$ cat config.mk
export PLATFORM = sky130hd
export DESIGN_NAME = disp_scan_ctrl
export DESIGN_NICKNAME = d
export VERILOG_FILES = /design/src/rtl/disp_pkg.sv /design/src/rtl/disp_scan_ctrl_bin2bcd_seq.sv /design/src/rtl/disp_scan_ctrl.sv
export SDC_FILE = /design/constraint.sdc
export NUM_CORES = 1
export LEC_CHECK = 0
export BUFFER_PORTS_ARGS = -buffer_cell sky130_fd_sc_hd__clkbuf_2
export CORE_AREA = 2 2 89 133
export DETAILED_ROUTE_END_ITERATION = 7
export DIE_AREA = 0 0 91 135
export PLACE_DENSITY = 0.68
export SLEW_MARGIN = 5
export SYNTH_ARGS = -nofsm -noshare
export SYNTH_HDL_FRONTEND = slang
export SYNTH_HIERARCHICAL = 1
export SYNTH_SLANG_ARGS = --single-unit
$ cat constraint.sdc
create_clock -name clk -period 5.15 [get_ports clk]
set_input_delay 0.7725 -clock clk [delete_from_list [all_inputs] [get_ports clk]]
set_output_delay 0.7725 -clock clk [all_outputs]
set_load 0.02 [all_outputs]
$ cat src/rtl/disp_pkg.sv
// Shared types, constants and segment decode for the multiplexed display controller.
package disp_pkg;

    localparam int unsigned DATA_W     = 8;
    localparam int unsigned BCD_W      = 12;
    localparam int unsigned SEG_W      = 7;
    localparam int unsigned NUM_DIGITS = 4;

    localparam logic [SEG_W-1:0] SEG_BLANK = 7'b1111111;
    localparam logic [SEG_W-1:0] SEG_MINUS = 7'b0111111;

    typedef enum logic [1:0] {IDLE, SHIFT, COMMIT} state_t;

    typedef logic [1:0] digit_idx_t;

    // Active-low {g,f,e,d,c,b,a}; 10..15 give the hex glyphs A b C d E F.
    function automatic logic [SEG_W-1:0] seg_decode(input logic [3:0] d);
        case (d)
            4'h0:    seg_decode = 7'b1000000;
            4'h1:    seg_decode = 7'b1111001;
            4'h2:    seg_decode = 7'b0100100;
            4'h3:    seg_decode = 7'b0110000;
            4'h4:    seg_decode = 7'b0011001;
            4'h5:    seg_decode = 7'b0010010;
            4'h6:    seg_decode = 7'b0000010;
            4'h7:    seg_decode = 7'b1111000;
            4'h8:    seg_decode = 7'b0000000;
            4'h9:    seg_decode = 7'b0010000;
            4'hA:    seg_decode = 7'b0001000;
            4'hB:    seg_decode = 7'b0000011;
            4'hC:    seg_decode = 7'b1000110;
            4'hD:    seg_decode = 7'b0100001;
            4'hE:    seg_decode = 7'b0000110;
            default: seg_decode = 7'b0001110;
        endcase
    endfunction

endpackage

$ cat src/rtl/disp_scan_ctrl_bin2bcd_seq.sv
// Iterative 8-bit double-dabble: start loads the operand, one shift per cycle,
// done_c flags the final shift; bcd is valid from the following cycle.
module bin2bcd_seq
    import disp_pkg::*;
(
    input  logic              clk,
    input  logic              rst,
    input  logic              start,
    input  logic [DATA_W-1:0] bin,
    output logic              done_c,
    output logic [BCD_W-1:0]  bcd
);

    localparam int unsigned SR_W  = BCD_W + DATA_W;
    localparam int unsigned CNT_W = $clog2(DATA_W);

    logic [SR_W-1:0]  sreg;
    logic [SR_W-1:0]  sreg_adj;
    logic [CNT_W-1:0] cnt;
    logic             running;

    // Add-3 correction on every BCD nibble that would overflow on the shift.
    always_comb begin
        sreg_adj = sreg;
        for (int i = 0; i < int'(BCD_W / 4); i++) begin
            if (sreg[DATA_W + 4*i +: 4] >= 4'd5)
                sreg_adj[DATA_W + 4*i +: 4] = sreg[DATA_W + 4*i +: 4] + 4'd3;
        end
    end

    always_ff @(posedge clk) begin
        if (rst) begin
            sreg    <= '0;
            cnt     <= '0;
            running <= 1'b0;
        end else if (start) begin
            sreg    <= {BCD_W'(0), bin};
            cnt     <= '0;
            running <= 1'b1;
        end else if (running) begin
            sreg <= {sreg_adj[SR_W-2:0], 1'b0};
            cnt  <= cnt + CNT_W'(1);
            if (cnt == CNT_W'(DATA_W - 1))
                running <= 1'b0;
        end
    end

    assign done_c = running && (cnt == CNT_W'(DATA_W - 1));
    assign bcd    = sreg[SR_W-1 -: BCD_W];

endmodule

$ cat src/rtl/disp_scan_ctrl.sv
// Four-digit seven-segment scan controller with scheduled binary-to-decimal update.
// Optional HEX_MODE_EN adds a hex_mode input for two-digit hex display.
module disp_scan_ctrl
    import disp_pkg::*;
#(
    parameter int unsigned REFRESH_DIV = 50000
) (
    input  logic                  clk,
    input  logic                  rst,
    input  logic [DATA_W-1:0]     out_val,
    input  logic                  out_load,
    input  logic [DATA_W-1:0]     bus_val,
    input  logic                  src_sel,
    input  logic                  signed_mode,
`ifdef HEX_MODE_EN
    input  logic                  hex_mode,
`endif
    output logic [SEG_W-1:0]      display,
    output logic [NUM_DIGITS-1:0] digit_select,
    output logic                  busy
);

    localparam int unsigned PW = (REFRESH_DIV > 1) ? $clog2(REFRESH_DIV) : 1;

    state_t            state, state_nxt;
    logic [PW-1:0]     presc;
    digit_idx_t        idx, idx_nxt;
    logic              tc;
    logic              hex_now, src_q, sgn_q, hex_q;
    logic [DATA_W-1:0] last_bus, raw_c, trig_mag_c;
    logic              trig_c, trig_neg_c;
    logic              go_c, go_neg_c, go_hex_c, start_c, commit_c, pend_set_c, pend_clr_c;
    logic [DATA_W-1:0] go_mag_c;
    logic              pend, pend_neg, pend_hex;
    logic [DATA_W-1:0] pend_mag;
    logic              cur_neg, cur_hex;
    logic [DATA_W-1:0] cur_mag;
    logic [3:0]        d0, d1, d2, d0_nxt, d1_nxt, d2_nxt;
    logic              neg_s, hex_s, neg_nxt, hex_nxt;
    logic              conv_done_c;
    logic [BCD_W-1:0]  bcd;

`ifdef HEX_MODE_EN
    assign hex_now = hex_mode;
`else
    assign hex_now = 1'b0;
`endif

    assign tc      = (presc == PW'(REFRESH_DIV - 1));
    assign idx_nxt = tc ? idx + digit_idx_t'(1) : idx;

    // Trigger sources: mode/source change, CPU load, or a changed bus value at frame wrap.
    assign raw_c      = src_sel ? bus_val : out_val;
    assign trig_c     = (src_sel != src_q) || (signed_mode != sgn_q) || (hex_now != hex_q) ||
                        (src_sel ? (tc && idx == digit_idx_t'(NUM_DIGITS - 1) && bus_val != last_bus)
                                 : out_load);
    assign trig_neg_c = !hex_now && signed_mode && raw_c[DATA_W-1];
    assign trig_mag_c = trig_neg_c ? -raw_c : raw_c;

    bin2bcd_seq u_bin2bcd (
        .clk    (clk),
        .rst    (rst),
        .start  (start_c),
        .bin    (go_mag_c),
        .done_c (conv_done_c),
        .bcd    (bcd)
    );

    always_ff @(posedge clk) begin
        if (rst) state <= IDLE;
        else     state <= state_nxt;
    end

    // A trigger arriving in COMMIT supersedes any older pending value.
    always_comb begin
        state_nxt  = state;
        go_c       = 1'b0;
        go_mag_c   = trig_mag_c;
        go_neg_c   = trig_neg_c;
        go_hex_c   = hex_now;
        commit_c   = 1'b0;
        pend_set_c = 1'b0;
        pend_clr_c = 1'b0;
        case (state)
            IDLE:  go_c = trig_c;
            SHIFT: begin
                pend_set_c = trig_c;
                if (conv_done_c) state_nxt = COMMIT;
            end
            COMMIT: begin
                commit_c   = 1'b1;
                pend_clr_c = 1'b1;
                go_c       = trig_c || pend;
                state_nxt  = IDLE;
                if (!trig_c) begin
                    go_mag_c = pend_mag;
                    go_neg_c = pend_neg;
                    go_hex_c = pend_hex;
                end
            end
            default: state_nxt = IDLE;
        endcase
        if (go_c) state_nxt = go_hex_c ? COMMIT : SHIFT;
        start_c = go_c && !go_hex_c;
    end

    always_comb begin
        d0_nxt  = d0;
        d1_nxt  = d1;
        d2_nxt  = d2;
        neg_nxt = neg_s;
        hex_nxt = hex_s;
        if (commit_c) begin
            neg_nxt = cur_neg;
            hex_nxt = cur_hex;
            if (cur_hex) begin
                d0_nxt = cur_mag[3:0];
                d1_nxt = cur_mag[7:4];
                d2_nxt = 4'd0;
            end else begin
                d0_nxt = bcd[3:0];
                d1_nxt = bcd[7:4];
                d2_nxt = bcd[11:8];
            end
        end
    end

    function automatic logic [SEG_W-1:0] glyph(input digit_idx_t i, input logic [3:0] o,
                                               input logic [3:0] t, input logic [3:0] h,
                                               input logic neg, input logic hex);
        glyph = SEG_BLANK;
        case (i)
            2'd0:    glyph = seg_decode(o);
            2'd1:    if (hex || h != 4'd0 || t != 4'd0) glyph = seg_decode(t);
            2'd2:    if (!hex && h != 4'd0) glyph = seg_decode(h);
            default: if (!hex && neg) glyph = SEG_MINUS;
        endcase
    endfunction

    // Outputs are driven from next-state values so a commit shows on the same edge.
    always_ff @(posedge clk) begin
        if (rst) begin
            presc        <= '0;
            idx          <= '0;
            src_q        <= src_sel;
            sgn_q        <= signed_mode;
            hex_q        <= hex_now;
            last_bus     <= '0;
            pend         <= 1'b0;
            pend_mag     <= '0;
            pend_neg     <= 1'b0;
            pend_hex     <= 1'b0;
            cur_mag      <= '0;
            cur_neg      <= 1'b0;
            cur_hex      <= 1'b0;
            d0           <= '0;
            d1           <= '0;
            d2           <= '0;
            neg_s        <= 1'b0;
            hex_s        <= 1'b0;
            display      <= seg_decode(4'd0);
            digit_select <= 4'b1110;
            busy         <= 1'b0;
        end else begin
            presc <= tc ? '0 : presc + PW'(1);
            idx   <= idx_nxt;
            src_q <= src_sel;
            sgn_q <= signed_mode;
            hex_q <= hex_now;
            if (trig_c && src_sel) last_bus <= bus_val;
            if (pend_set_c) begin
                pend     <= 1'b1;
                pend_mag <= trig_mag_c;
                pend_neg <= trig_neg_c;
                pend_hex <= hex_now;
            end else if (pend_clr_c) begin
                pend <= 1'b0;
            end
            if (go_c) begin
                cur_mag <= go_mag_c;
                cur_neg <= go_neg_c;
                cur_hex <= go_hex_c;
            end
            d0           <= d0_nxt;
            d1           <= d1_nxt;
            d2           <= d2_nxt;
            neg_s        <= neg_nxt;
            hex_s        <= hex_nxt;
            display      <= glyph(idx_nxt, d0_nxt, d1_nxt, d2_nxt, neg_nxt, hex_nxt);
            digit_select <= ~(NUM_DIGITS'(1) << idx_nxt);
            busy         <= (state_nxt != IDLE);
        end
    end

endmodule

* Word level (Yosys, flattened, before mapping)
Memories as Yosys holds them, arrays and structs flattened.
Cells that the tools add are included.
** Storage, ports and cells
- Output and inout port bits :: 12
- Flip-flop bits (word level) :: 91
- Bits of input ports :: 21
- Memories :: 3
- Memory bits (read-only) :: 336
- Word-level logic and storage cells :: 102
** Memory list
- (no name shown) :: depth 16, bits a word 7, read ports 1, clocked after Yosys merged registers in 0, write ports 0, line disp_pkg.sv:18 : case (d)
- (no name shown) :: depth 16, bits a word 7, read ports 1, clocked after Yosys merged registers in 0, write ports 0, line disp_pkg.sv:18
- (no name shown) :: depth 16, bits a word 7, read ports 1, clocked after Yosys merged registers in 0, write ports 0, line disp_pkg.sv:18
** Operators by class
- Shifts and indexed selects :: 1
- Multiplexer cells :: 33
- $lt $le $gt $ge :: 3
- Add/subtract/negate cells :: 7
- Reduce and logical (&&, ||, !) cells :: 22
- Equality and inequality tests :: 10
- Bitwise operators :: 1
** Operator list (count)
- two-way mux 8 bit :: 6
- two-way mux 7 bit :: 3
- one-hot mux 7 bit (3 select lines) :: 1
- two-way mux 4 bit :: 5
- adder 16 x 1 -> 16 bit (second input constant) :: 1
- equality test 16 bit (second input constant) :: 1
- >= comparator 4 x 3 -> 1 bit (second input constant) :: 3
- two-way mux 1 bit :: 12
- adder 4 x 2 -> 4 bit (second input constant) :: 2
- inequality test 8 bit :: 1
- negator 8 bit :: 1
- nonzero test 4 bit :: 2
- logical AND 1 bit :: 7
- equality test 2 bit (second input constant) :: 3
- two-way mux 2 bit :: 3
- nonzero test 2 bit :: 3
- logical OR 1 bit :: 5
- equality test 2 x 1 -> 1 bit (second input constant) :: 2
- zero test 2 bit :: 2
- NOT 4 bit :: 1
- one-hot mux 2 bit (2 select lines) :: 1
- OR reduction 2 bit :: 2
- << shifter 1 x 2 -> 4 bit (first input constant) :: 1
- adder 3 x 1 -> 3 bit (second input constant) :: 1
- 7 further kinds :: 8

* Depth between registers and ports, before layout
Gate-level depths: netlist of the first run.
- Word-level depth :: 9
- Mapped depth :: 11
- Gate-level depth less buffers :: 9

* Hierarchy
The synthesis of the first run kept the hierarchy.
** Modules (own cells, without submodules)
- disp_scan_ctrl :: area an instance 4142.7 um^2, times used 1, cells each 453
- bin2bcd_seq :: area an instance 1425.1 um^2, times used 1, cells each 162

* Worst setup path after synthesis of the first run
No wires, ideal clock.
- Path type :: input-to-reg
- Start point :: input port src_sel
- End point :: register u_bin2bcd.sreg[13]
- Required time :: 5.071 ns
- Arrival :: 2.717 ns
- Stages on the path :: 10
- Slack :: 2.354 ns
- Library setup time :: 0.079 ns
- Cells stage by stage :: buf_6 > or3_1 > a21oi_1 > a21o_1 > o41a_1 > inv_1 > or2_2 > buf_2 > a2111o_1 > o211ai_1
** On the way
- Longest elaborated chain between the ends :: 6
- Elaborated cells on any way between the ends :: 7
- Classes of those cells :: eq/ne (1); mux (2); reduce/logical (4)
** Ends and longest elaborated chain
- from (decl) :: line disp_scan_ctrl.sv:13 : input logic src_sel,
- inequality test 1 bit :: line disp_scan_ctrl.sv:54 : assign trig_c = (src_sel != src_q) || (signed_mode != sgn_q) || (hex_now != hex_q) ||
- logical OR 1 bit :: line disp_scan_ctrl.sv:54
- logical OR 1 bit (*) :: line disp_scan_ctrl.sv:54
- logical OR 1 bit :: line disp_scan_ctrl.sv:93 : go_c = trig_c || pend;
- one-hot mux 1 bit (2 select lines) (*) :: line disp_scan_ctrl.sv:84 : case (state)
- named net go_c :: line disp_scan_ctrl.sv:32 : logic go_c, go_neg_c, go_hex_c, start_c, commit_c, pend_set_c, pend_clr_c;
- OR reduction 2 bit (no source line) (*)
- to (signal assigned) :: line disp_scan_ctrl_bin2bcd_seq.sv:37 : sreg <= {BCD_W'(0), bin};
- to (signal assigned) :: line disp_scan_ctrl_bin2bcd_seq.sv:41 : sreg <= {sreg_adj[SR_W-2:0], 1'b0};
- to (decl) :: line disp_scan_ctrl_bin2bcd_seq.sv:17 : logic [SR_W-1:0] sreg;
Mark *: on every way through the listed nets, which the timed path passes. The rest lies on a longest branch.
A chain may end at the register's enable or synchronous reset.

* Final worst setup path of the first run
- Start point :: register state[1]
- End point :: register display[0]
** On the way
- Elaborated cells on any way between the ends :: 18
- Classes of those cells :: eq/ne (1); mux (8); reduce/logical (6); memory (3)
** RTL lines
- from (decl) :: line disp_scan_ctrl.sv:25 : state_t state, state_nxt;
- from (signal assigned) :: line disp_scan_ctrl.sv:71 : else state <= state_nxt;
- equality test 2 bit (*) :: line disp_scan_ctrl.sv:84
- two-way mux 1 bit (*) :: line disp_scan_ctrl.sv:84
- two-way mux 4 bit (*) :: line disp_scan_ctrl.sv:113 : if (commit_c) begin
- named net d1_nxt[0] :: line disp_scan_ctrl.sv:38 : logic [3:0] d0, d1, d2, d0_nxt, d1_nxt, d2_nxt;
- branches (longest 2 deep; another with memory read (16 x 7 bit))
- two-way mux 7 bit (*) :: line disp_scan_ctrl.sv:134 : 2'd1: if (hex || h != 4'd0 || t != 4'd0) glyph = seg_decode(t);
- one-hot mux 7 bit (3 select lines) (*) :: line disp_scan_ctrl.sv:132 : case (i)
- to (signal assigned) :: line disp_scan_ctrl.sv:161 : display <= seg_decode(4'd0);
- to (signal assigned) :: line disp_scan_ctrl.sv:189 : display <= glyph(idx_nxt, d0_nxt, d1_nxt, d2_nxt, neg_nxt, hex_nxt);
- to (decl) :: line disp_scan_ctrl.sv:18 : output logic [SEG_W-1:0] display,
Mark *: on every way through the listed nets, which the timed path passes.

==> run summary, run 1 <==
P_leak: 2.41 nW
cell area after layout: 0.00600 mm²
Data required, critical path: 5330 ps
Post-synth EDFFs: 0
diode count: 0
Via density: 5.63
Resize count post-CTS: 0
Power Density: 274 mW/mm²
Worst-Skew Late Latency: 340 ps
Synth Flop Type: dfxtp_1
DIE AREA: 0.0123 mm²
CTS Hold Bufs: 0
first-pass iteration count of the detailed router: 4
largest net degree at the start of global routing: 55
clock tree buffer depth: 2
WL/cell: 15.4 µm
number of max-cap violations: 0
core area: 0.0111 mm²
antenna violations before repair: 0
Rel. slew slack: 0.247
async set-or-reset flop fraction in the synthesized netlist: 0
Post-DP HPWL: 8810 µm
Remaining Overflow, GRT: 0
min cycle time layout: 3280 ps
yosys warns: 6
number of buffers added on ports: 32
crit end category: flop
layout cell share with drive strength beyond 1: 0.153
Critical Path Start Type: flop
count of cell types in the netlist: 75
Max Clk Rate: 305 MHz
Tcrit/Tclk final: 0.637
Mapped Cells: 615
Tot GR Track Use: 0.204
Clock Skews: 7.20 ps
CP max FO: 14
Final Hold Viols: 0
Residual DRC: 0
TNS Setup: 0 ps
Syn Nets: 666
CTS H-tree depth: 3
final setup vio count: 0
num ports: 33
CTS tree: built
Syn Std Cell Area: 0.00557 mm²
Starting Density: 0.504
ANT nets after route: 0
WL final: 12,000 µm
# rows: 47
Mapped Avg Cell Area: 9.05 µm²
Slew Viols, Final: 0
vias in the first global route: 4,337
status: complete, no violations
Area Overhead vs Synth: 7.75%
first-pass GRT wire length: 20,500 µm
Num CTS Buffers: 9
final RePlAce weighted congestion: 0.855
placed cell area: 0.00568 mm²
Critical Path AT: 3460 ps
setup bufs post-CTS: 0
Min-Delay Path Class: reg -> reg
Die Y-Extent: 135 µm
post-synthesis sequential area ratio: 0.327
Setup CP Type: reg -> reg
Die X: 91 µm
clock slew at reported path FFs: 70 ps
worst vdd ir: 0.000193 V
Slew @ Worst Pin: 1100 ps
CTS Root Cell: clkbuf_16
Synth Register Bits: 91
via count: 4,371
RSZ-0062 raised after global routing: false
Detailed Route Iter0 Violations: 177
Nets: 675
Clock Sinks: 91
[power by group]
group          internal, W  switching, W
Combinational    0.0000775     0.0000941
Sequential        0.000731     0.0000213
Clock             0.000432      0.000289
Total              0.00124      0.000405
[kinds of logic (layout without fill, tap and decap cells)]
family                   Yosys count  after routing  synth area share
AO/OA/AOI/OAI                    106            106             0.134
XOR/XNOR                          33             33            0.0519
adder cells (fa/ha/maj)           30             30            0.0674
buffers and inverters             60             74            0.0625
flip-flops                        91             91             0.327
multiplexers                      73             73             0.145
AND/OR/NAND/NOR                  222            222             0.212
[cell usage in the layout (no fill, tap or decap), types with 9 or more instances in the layout]
cell,netlist,layout
o21ai_0,16,16
a21oi_1,29,29
ha_1,30,30
xnor2_1,21,21
mux2i_1,50,50
nand2b_1,25,25
nor3_1,9,9
nand2_1,33,33
or3_1,10,10
clkbuf_16,0,9
mux2_2,16,16
inv_1,23,23
nor2_1,74,74
dfxtp_1,91,91
xor2_1,12,12
clkbuf_2,0,32
nand3_1,18,18
[worst max-delay path, cell delays in order, from the launching register on]
cell and delay [ps]:
dfxtp_1 400, nor2b_2 770, mux2i_1 660, inv_1 150, ha_1 310, mux2_1 320, a22o_1 180, a211oi_1 230
o32ai_1 110
[area by class of cell]
class	count	area, µm²
Clock inverter	6	95.1
Tap cell	147	184
Clock buffer	10	229
Sequential cell	91	1820
Inverter	23	86.3
Multi-Input combinational cell	464	3400
Timing Repair Buffer	35	183
Fill cell	1053	5060
[registers in the layout, summed over array words and instances, names as in the netlist, 2 cells and up]
name,count
digit_select,4
display,7
u_bin2bcd/sreg,20
u_bin2bcd/cnt,3
presc,16
last_bus,8
d2,4
state,2
d1,4
idx,2
d0,4
pend_mag,8
[worst paths after layout]
path              startpoint         end  slack, ps  cells after the start
hold / removal      presc[0]    presc[0]        440                      1
hold reg to reg     presc[0]    presc[0]        440                      1
setup / recovery    state[1]  display[0]       1870                      8
setup reg to reg    state[1]  display[0]       1870                      8
[routing by layer]
metal  routed length [µm]  global-route usage
met1                 5010               0.228
met2                 6400               0.380
met3                  265              0.0307
met4                  311              0.0875
met5                    0                   0
[synthesized netlist by cell type (8+ instances only)]
| cell type | number | share of area |
|---|---|---|
| nand2b_1 | 25 | 0.028 |
| nor2_1 | 74 | 0.050 |
| xor2_1 | 12 | 0.019 |
| nor3_1 | 9 | 0.0081 |
| nand2_1 | 33 | 0.022 |
| buf_4 | 15 | 0.020 |
| inv_1 | 23 | 0.016 |
| buf_2 | 8 | 0.0072 |
| mux2_2 | 16 | 0.032 |
| or3_1 | 10 | 0.011 |
| a21oi_1 | 29 | 0.026 |
| xnor2_1 | 21 | 0.033 |
| o21ai_0 | 16 | 0.014 |
| dfxtp_1 | 91 | 0.33 |
| mux2i_1 | 50 | 0.090 |
| ha_1 | 30 | 0.067 |
| nand3_1 | 18 | 0.016 |
[per-stage QoR]
step / total power, W / hold slack [ps] / util / cells / worst slack (ps)
CTS: 0.00167 / 449 / 0.543 / 776 / 1890
finish: 0.00165 / 441 / 0.543 / 776 / 1870
detailed placement: 0.000940 / 439 / 0.513 / 760 / 1740
global placement: 0.000932 / 424 / 0.513 / 760 / 1810
global route: 0.00172 / 487 / 0.543 / 776 / 1640
floorplan: 0.000907 / 413 / - / 615 / 2350
Note: power is estimated with default switching activity, not from simulation.
==> run 2: changes to the inputs <==
- clock period: 5.15 -> 3.25 ns (I/O delays scaled with it)
==> run 2 against run 1 <==
Net effect:
- hold slack worse by 110 ps
- power up 54%
- die area unchanged
- count of clock-buffer cells in the layout up 1
- critical path depth unchanged
- clock skew down 2.3 ps
- core utilization up 0.42 points
- non-clock buffer count up 9
- maximum frequency up 18%
- largest cell class unchanged
==> run summary, run 2 (synthesized netlist as in run 1, its figures left out) <==
status: complete, no violations
Data required, critical path: 3460 ps
reg-to-reg startpoint: state[1]
Tcrit/Tclk final: 0.856
Setup CP Type: reg -> reg
commonest cells after routing, fill and taps aside: 91 x dfxtp_1, 74 x nor2_1, 50 x mux2i_1
Max Clk Rate: 359 MHz
num ports: 33
worst r2r dst: display[3]
Resize count post-CTS: 0
cell area after layout: 0.00605 mm²
TNS Setup: 0 ps
CTS Root Cell: clkbuf_16
min cycle time layout: 2780 ps
DIE AREA: 0.0123 mm²
number of buffers added on ports: 32
Die Y-Extent: 135 µm
Power Density: 418 mW/mm²
worst vdd ir: 0.000284 V
CP max FO: 21
sink of the worst hold path: sgn_q
hold_sp: signed_mode
final setup vio count: 0
placed cell area: 0.00574 mm²
core area: 0.0111 mm²
final RePlAce weighted congestion: 0.885
Remaining Overflow, GRT: 0
CTS H-tree depth: 3
setup bufs post-CTS: 0
most common library cell in the layout ignoring fill and taps: dfxtp_1
hold path cells: 1
Via density: 5.58
R2R cell count: 8
Worst-Skew Late Latency: 340 ps
vias in the first global route: 4,297
Nets: 684
Internal: 0.00192 W
worst stage delay on the critical path: 560 ps
clock slew at reported path FFs: 60 ps
WL/cell: 15.5 µm
Area Overhead vs Synth: 8.58%
Residual DRC: 0
Worst path slowest cell: mux2i_1
WL final: 12,200 µm
RSZ-0062 raised after global routing: false
Post-Place Setup Slack: 468 ps
Slew Viols, Final: 0
layout cell share with drive strength beyond 1: 0.165
CTS tree: built
final worst slack: 468 ps
Tot GR Track Use: 0.207
diode count: 0
Min-Delay Path Class: in -> reg
Switching Share: 0.242
antenna violations before repair: 0
reg-to-reg slack, setup: 470 ps
clock tree buffer depth: 2
P_leak: 2.44 nW
largest net degree at the start of global routing: 37
first-pass GRT wire length: 20,500 µm
Rel. slew slack: 0.497
Critical Path Start Type: flop
max FFs per register: 20
first-pass iteration count of the detailed router: 5
Detailed Route Iter0 Violations: 200
register share of total power: 0.473
Largest regs: u_bin2bcd/sreg: 20 flops, presc: 16 flops
CTS Hold Bufs: 0
Post-DP HPWL: 8990 µm
Most flops, register: u_bin2bcd/sreg
crit end category: flop
Starting Density: 0.504
number of max-cap violations: 0
Final Hold Viols: 0
clock power share: 0.419
Clock Skews: 4.94 ps
fill count: 1,035
# rows: 47
Slew @ Worst Pin: 755 ps
via count: 4,377
Critical Path AT: 3000 ps
Clock Sinks: 91
Num CTS Buffers: 9
Comb pwr share: 0.108
switching power: 0.000611 W
Die X: 91 µm
crit-path cells: nor2b_2 -> buf_4 -> mux2i_1 -> inv_1 -> ha_1 -> mux2_2 -> a211oi_1 -> nor4_1
ANT nets after route: 0
==> run 2: changes by cell type in the layout (fill, tap and decap cells not counted), sizes merged <==
cell	before	now
buf	3	12
inv	26	23
clkinvlp	0	2
bufinv	2	1
clkbuf	42	43
==> run 2: worst max path at each step <==
stage / slack [ps] / startpoint / endpoint / depth (start not counted)
2_1_floorplan: 730 / state[1] / display[6] / 11
3_3_place_gp: 550 / state[1] / display[3] / 8
3_5_place_dp: 470 / src_sel / u_bin2bcd/sreg[12] / 9
4_1_cts: 460 / state[1] / display[3] / 8
5_1_grt: 310 / state[1] / display[6] / 8
6_report: 470 / state[1] / display[3] / 8
==> run 2: power by group through the flow <==
| stage | logic (W) | registers, W | clock network [W] |
|---|---|---|---|
| CTS | 0.000275 | 0.00120 | 0.00108 |
| detailed placement | 0.000273 | 0.00122 | 0 |
| global placement | 0.000264 | 0.00122 | 0 |
| global route | 0.000305 | 0.00120 | 0.00113 |
| floorplan | 0.000230 | 0.00121 | 0 |
| finish | 0.000273 | 0.00120 | 0.00106 |
==> run 2: cell type report <==
cell class / count / area, µm² / share of cell area
Tap cell: 147 / 184 / 0.0304
Clock inverter: 4 / 50.0 / 0.00828
Timing Repair Buffer: 44 / 250 / 0.0414
Clock buffer: 11 / 253 / 0.0418
Multi-Input combinational cell: 464 / 3400 / 0.562
Inverter: 23 / 86.3 / 0.0143
Sequential cell: 91 / 1820 / 0.301
==> run 2: metrics by stage <==
step	cells	total power, W	utilization	hold slack [ps]
2_1_floorplan	615	0.00144	-	413
3_3_place_gp	769	0.00148	0.519	424
3_5_place_dp	769	0.00149	0.519	442
4_1_cts	784	0.00255	0.547	328
5_1_grt	784	0.00264	0.547	336
6_report	784	0.00253	0.547	336
==> run 2: worst max-delay path, delay by kind of cell (launching register included) <==
kind            cells  cell delay (ps)
fa+ha+maj           1              240
flops               1              390
buf+inv             2              550
simple gates        2              320
mux                 2              830
compound gates      1              320
==> run 2: routing by layer <==
metal  track usage  share of wire  wire [µm]
met5             0              0          0
met4        0.0758          0.018        223
met3        0.0368          0.025        309
met2         0.395           0.55       6630
met1         0.225           0.41       4990
